### config.mk
export PLATFORM = sky130hd
export DESIGN_NAME = fir_sym_pipe
export DESIGN_NICKNAME = d
export VERILOG_FILES = /design/src/rtl/fir_sym_pkg.sv /design/src/rtl/fir_adder_tree.sv /design/src/rtl/fir_sym_pipe.sv
export SDC_FILE = /design/constraint.sdc
export NUM_CORES = 2
export LEC_CHECK = 0
export CAP_MARGIN = 20
export CORE_MARGIN = 2
export CORE_UTILIZATION = 59
export DETAILED_ROUTE_END_ITERATION = 12
export PLACE_DENSITY = 0.84
export SLEW_MARGIN = 20
export SYNTH_ARGS = -nofsm -noshare
export SYNTH_HDL_FRONTEND = slang
export SYNTH_HIERARCHICAL = 1
export SYNTH_SLANG_ARGS = --single-unit
### constraint.sdc
create_clock -name clk -period 4.7 [get_ports clk]
set_input_delay 0.94 -clock clk [delete_from_list [all_inputs] [get_ports clk]]
set_output_delay 0.94 -clock clk [all_outputs]
set_load 0.005 [all_outputs]
### src/rtl/fir_sym_pkg.sv
// fir_sym_pkg: shared constants, types and coefficient table for the
// symmetric low-pass FIR (fir_sym_pipe) and its adder tree.
//   WD      sample width (in and out), two's complement
//   N_TAP   filter length (odd, symmetric coefficients)
//   COEF_W  coefficient width, signed Q1.15
//   NP      number of pre-added tap pairs, centre tap included
//   LAT     input-to-output latency in clk cycles
package fir_sym_pkg;

  localparam int WD      = 24;
  localparam int N_TAP   = 15;
  localparam int COEF_W  = 16;
  localparam int NP      = (N_TAP + 1) / 2;
  localparam int TREE_LV = $clog2(NP);
  localparam int LAT     = 4 + TREE_LV;

  // Internal datapath widths: pre-add grows one bit, the multiply adds the
  // coefficient width, and every adder tree level adds one more bit.
  localparam int PRE_W  = WD + 1;
  localparam int PROD_W = PRE_W + COEF_W;
  localparam int ACC_W  = PROD_W + TREE_LV;
  localparam int FRAC_W = COEF_W - 1;

  typedef logic signed [WD-1:0]     sample_t;
  typedef logic signed [COEF_W-1:0] coef_t;

  // First half of the symmetric impulse response, h[0] .. h[NP-1].
  // The last entry is the centre tap. Full sum over all N_TAP taps is 32768,
  // giving unity DC gain; the small negative side taps make sum(|h|) exceed
  // 32768, so a sign-aligned full-scale input can overflow and must saturate.
  localparam coef_t H [NP] = '{
    -16'sd100, -16'sd300, -16'sd200, 16'sd500,
     16'sd2000, 16'sd4500, 16'sd6500, 16'sd6968
  };

  localparam logic signed [ACC_W-1:0] ROUND_BIAS = ACC_W'(2 ** (FRAC_W - 1));
  localparam logic signed [ACC_W-1:0] SAT_MAX    = ACC_W'((2 ** (WD - 1)) - 1);
  localparam logic signed [ACC_W-1:0] SAT_MIN    = ACC_W'(-(2 ** (WD - 1)));

  // Round half up, drop the Q1.15 fraction, then clamp to the sample range.
  function automatic sample_t round_sat(input logic signed [ACC_W-1:0] acc);
    logic signed [ACC_W-1:0] r;
    r = (acc + ROUND_BIAS) >>> FRAC_W;
    if (r > SAT_MAX)
      return {1'b0, {(WD-1){1'b1}}};
    else if (r < SAT_MIN)
      return {1'b1, {(WD-1){1'b0}}};
    else
      return r[WD-1:0];
  endfunction

endpackage

### src/rtl/fir_adder_tree.sv
// fir_adder_tree: pipelined binary reduction of N_IN signed products.
// One register per tree level, so the sum appears LV cycles after its inputs.
//   clk        rising-edge clock
//   rst        synchronous active-high reset, clears every level
//   prod_flat  N_IN products of IN_W bits, product i at bits [i*IN_W +: IN_W]
//   sum_out    registered total, IN_W+LV bits
module fir_adder_tree #(
  parameter int N_IN = 8,
  parameter int IN_W = 41,
  parameter int LV   = 3
) (
  input  logic                   clk,
  input  logic                   rst,
  input  logic [N_IN*IN_W-1:0]   prod_flat,
  output logic [IN_W+LV-1:0]     sum_out
);

  localparam int OUT_W  = IN_W + LV;
  localparam int LEAVES = 2 ** LV;

  logic signed [OUT_W-1:0] leaf [LEAVES];
  // Heap-ordered tree: node 1 is the root, node i sums nodes 2i and 2i+1;
  // nodes LEAVES/2 .. LEAVES-1 sit directly above the leaves.
  logic signed [OUT_W-1:0] node [1:LEAVES-1];

  // Sign-extend each product to the full output width; unused leaves are zero.
  always_comb begin
    for (int i = 0; i < LEAVES; i++) begin
      leaf[i] = '0;
      if (i < N_IN)
        leaf[i] = {{LV{prod_flat[i*IN_W+IN_W-1]}}, prod_flat[i*IN_W +: IN_W]};
    end
  end

  always_ff @(posedge clk) begin
    if (rst) begin
      for (int i = 1; i < LEAVES; i++)
        node[i] <= '0;
    end else begin
      for (int i = LEAVES / 2; i < LEAVES; i++)
        node[i] <= leaf[2*i-LEAVES] + leaf[2*i+1-LEAVES];
      for (int i = 1; i < LEAVES / 2; i++)
        node[i] <= node[2*i] + node[2*i+1];
    end
  end

  assign sum_out = node[1];

endmodule

### src/rtl/fir_sym_pipe.sv
// fir_sym_pipe: streaming symmetric low-pass FIR, one sample in and one out
// per clk, fixed latency LAT, no handshake.
// Stages: delay line -> pre-add of mirrored taps -> multiply -> adder tree
// -> round/saturate output register.
//   clk       rising-edge clock
//   rst       synchronous active-high reset, clears all pipeline state
//   sam_in    input sample, taken every rising edge
//   data_out  filtered sample, registered
module fir_sym_pipe
  import fir_sym_pkg::*;
(
  input  logic          clk,
  input  logic          rst,
  input  logic [WD-1:0] sam_in,
  output logic [WD-1:0] data_out
);

  // Tree depth follows from the overall latency budget.
  localparam int TREE_STAGES = LAT - 4;

  sample_t                  dly  [N_TAP];
  logic signed [PRE_W-1:0]  pre  [NP];
  logic signed [PROD_W-1:0] prod [NP];
  logic [NP*PROD_W-1:0]     prod_flat;
  logic [ACC_W-1:0]         acc;

  // Delay line: dly[k] holds x[n-k].
  always_ff @(posedge clk) begin
    if (rst) begin
      for (int k = 0; k < N_TAP; k++)
        dly[k] <= '0;
    end else begin
      dly[0] <= sam_in;
      for (int k = 1; k < N_TAP; k++)
        dly[k] <= dly[k-1];
    end
  end

  // Pre-add mirrored taps, which share a coefficient; the centre tap has no
  // partner and is only sign-extended.
  always_ff @(posedge clk) begin
    if (rst) begin
      for (int k = 0; k < NP; k++)
        pre[k] <= '0;
    end else begin
      for (int k = 0; k < NP - 1; k++)
        pre[k] <= {dly[k][WD-1], dly[k]} + {dly[N_TAP-1-k][WD-1], dly[N_TAP-1-k]};
      pre[NP-1] <= {dly[NP-1][WD-1], dly[NP-1]};
    end
  end

  always_ff @(posedge clk) begin
    if (rst) begin
      for (int k = 0; k < NP; k++)
        prod[k] <= '0;
    end else begin
      for (int k = 0; k < NP; k++)
        prod[k] <= PROD_W'(pre[k]) * PROD_W'(H[k]);
    end
  end

  always_comb begin
    prod_flat = '0;
    for (int k = 0; k < NP; k++)
      prod_flat[k*PROD_W +: PROD_W] = prod[k];
  end

  fir_adder_tree #(
    .N_IN (NP),
    .IN_W (PROD_W),
    .LV   (TREE_STAGES)
  ) u_tree (
    .clk       (clk),
    .rst       (rst),
    .prod_flat (prod_flat),
    .sum_out   (acc)
  );

  always_ff @(posedge clk) begin
    if (rst)
      data_out <= '0;
    else
      data_out <= round_sat(acc);
  end

endmodule

==> metrics.md <==
| Metric | Value |
|---|---|
| Status | `complete, but fails checks` |
| Failing checks | `negative setup slack` |
| Worst r2r dst | `prod[1][154]$_SDFF_PP0_` |
| RSZ-0062 raised after global routing | `yes` |
| Worst VDD drop | `0.397 mV` |
| Die area | `around 150,000 sq um` |
| R2r startpoint | `dly[8][14]$_SDFF_PP0_` |
| Nets | `11,913` |
| Clock root buffer | `clkbuf_16` |
| Crit-path max FO | `4` |
| # port buffers | `roughly 50` |
| Setup Skew | `0.0524 ns` |
| Routed WL per cell | `19.6 um` |
| Arrival @ worst endpoint | `5.76 ns` |
| Worst path required time | `5.34 ns` |
| Largest net degree at the start of global routing | `191` |
| Avg Cell Area, Syn | `9.15 sq um` |
| Final Hold Viols | `0` |
| R2R setup slack | `-0.42 ns` |
| TritonCTS buffer count | `116` |
| Area growth, synth to finish | `14.0%` |
| Post-synthesis cell count | `9,570` |
| Vias per inst | `5.82` |
| CP top delay family | `adder cells` |
| Placement Cell Area | `92,900 sq um` |
| Hold slack | `0.425 ns` |
| Finished Cell Area | `between 90,000 and 100,000 sq um` |
| Initial antenna violation count | `12` |
| I/O pin cnt | `50` |
| Row cnt | `141` |
| CORE AREA | `147,000 sq um` |
| Ratio of cells with drive above 1 in the final layout | `approximately an eighth` |
| Aggregate global routing overflow | `0` |
| Hold Path Depth | `1` |
| Power Density | `roughly 280 nW/um^2` |
| Routed via count | `70,016` |
| Clock slew at reported path FFs | `around 0.07 ns` |
| Clock Path Buffers | `3` |
| Reg2Reg Depth | `21` |
| Synth warn | `6` |
| Max-Slew Margin vs Limit | `32.3%` |
| Setup violators final | `26` |
| Worst-Skew Late Latency | `0.78 ns` |
| Cell repeated most along the worst path | `fa_1` |
| Fin. max-slew vios | `0` |
| Worst path max stage delay | `0.55 ns` |
| Initial Util | `59.4%` |
| Crit path kind | `reg2reg` |
| Final weighted congestion in routability-driven placement | `around 0.95` |
| Setup WS post-layout | `-0.420 ns` |
| CP cell instances | `ha_4 -> inv_4 -> fa_1 -> inv_2 -> fa_1 -> inv_2 -> fa_1 -> inv_1 -> fa_1 -> ha_4 -> buf_4 -> buf_6 -> nand2_1 -> nor2_2 -> nor2b_4 -> o211ai_1 -> o211ai_2 -> a311oi_2 -> nor2_2 -> o31ai_2 -> mux2_1` |
| CP max-delay cell | `fa_1` |
| First-pass GRT wire length | `366 mm` |
| # DRC | `0` |
| Die Ht | `between 300 and 400 um` |
| Antenna Violating Nets Remaining | `0` |
| Clk sink count | `1,115` |
| Total wire length | `236 mm` |
| Total GRT Usage | `between 20% and 30%` |
| First DRT Iteration DRCs | `between 6,000 and 7,000` |
| Hold Buf Count CTS | `0` |
| H-tree levels | `3` |
| DRT Pass-1 Iters | `7` |
| Crit share post-route | `109%` |
| Critical Path Sink Type | `flip-flop` |
| Die width | `389 um` |
| MaxCap Viol Count | `0` |
| Slew @ Worst Pin | `just over 1 ns` |
| Via count of the first global-routing pass | `69,652` |
| Worst Hold Class | `reg2reg` |
| Fin crit period | `5.12 ns` |
| Post-DP HPWL | `~180 mm` |
| Setup TNS | `-3.98 ns` |
| Worst hold start | `dly[7][11]$_SDFF_PP0_` |
| Synthesized area | `slightly below 90,000 sq um` |
| P_leak | `around 48 nW` |
| Worst path bufs/invs | `6` |
| Nature of the critical path startpoint | `flip-flop` |
| FMAX | `195 MHz` |
| TritonCTS clock tree | `built` |
| Hold endpoint | `dly[8][11]$_SDFF_PP0_` |
==> timing repair <==
item,CTS,global route
pin swaps,52,182
resized for setup,135,366
cloned,0,0
buffers inserted,20,36
endpoints found under the setup margin,59,107
==> power breakdown <==
| part | internal, mW | switching, mW |
|---|---|---|
| sequential | 10.2 | 0.411 |
| clock | 5.70 | 4.36 |
| combinational | 3.01 | 4.37 |
| total | 18.9 | 9.14 |
==> final cells by class <==
cell class | instances | area, sq um
clock inverters | 82 | 1120
clock buffers | 136 | 3120
flip-flops and latches | 1115 | 22500
diodes | 2 | 5.00
multi-input cells | 7030 | 62000
inverters | 1237 | 4650
fillers | 10671 | 47700
repair buffers | 493 | 3990
well taps | 1930 | 2410
==> sequential cells by signal (all words and copies together), names as in the netlist <==
register	flops
prod	270
dly	359
u_tree/node	286
data_out	24
pre	176
==> stage by stage <==
step	std cells	util, %	power [mW]	worst slack, ns
4_1_cts	12001	66.4	27.8	-0.363
3_5_place_dp	11763	63.0	17.7	-0.420
6_report	12025	67.7	28.1	-0.420
5_1_grt	12023	67.7	29.3	-0.590
3_3_place_gp	11763	63.0	17.5	-0.332
2_1_floorplan	9597	-	15.6	-0.226
==> worst max-delay path by stage <==
stage / startpoint / endpoint / slack, ns / cells after the start
after floorplan: dly[8][18]$_SDFF_PP0_ / prod[1][154]$_SDFF_PP0_ / -0.23 / 19
after global placement: dly[8][14]$_SDFF_PP0_ / prod[1][154]$_SDFF_PP0_ / -0.33 / 18
after detailed placement: dly[8][14]$_SDFF_PP0_ / prod[1][154]$_SDFF_PP0_ / -0.42 / 18
after CTS: dly[8][14]$_SDFF_PP0_ / prod[1][154]$_SDFF_PP0_ / -0.36 / 18
after global routing: dly[8][14]$_SDFF_PP0_ / prod[1][154]$_SDFF_PP0_ / -0.59 / 18
final: dly[8][14]$_SDFF_PP0_ / prod[1][154]$_SDFF_PP0_ / -0.42 / 21
==> cell usage in the layout (no fill, tap or decap), types with 79 or more instances in the layout <==
master and instances:
nor2b_1 517, inv_1 1199, nand2_1 341, buf_4 420, dfxtp_1 1025, nor2_1 906
a21oi_1 508, a21o_1 324, ha_1 1191, xor2_1 261, o21ai_0 288, nor3_1 130
o21a_1 96, fa_1 617, xnor2_1 324, clkbuf_16 116, a211oi_1 79, nand3_1 118
==> metal layers <==
layer  track usage (%)  vias to the layer above  routed length (um)
met1              41.5                    33533              103000
met3              4.97                      615               18600
met5                 0                        -                  44
met2              46.8                     2776              104000
met4              12.2                        8               10400
li1                  -                    33084                   -
Note: power is estimated with default switching activity, not from simulation.
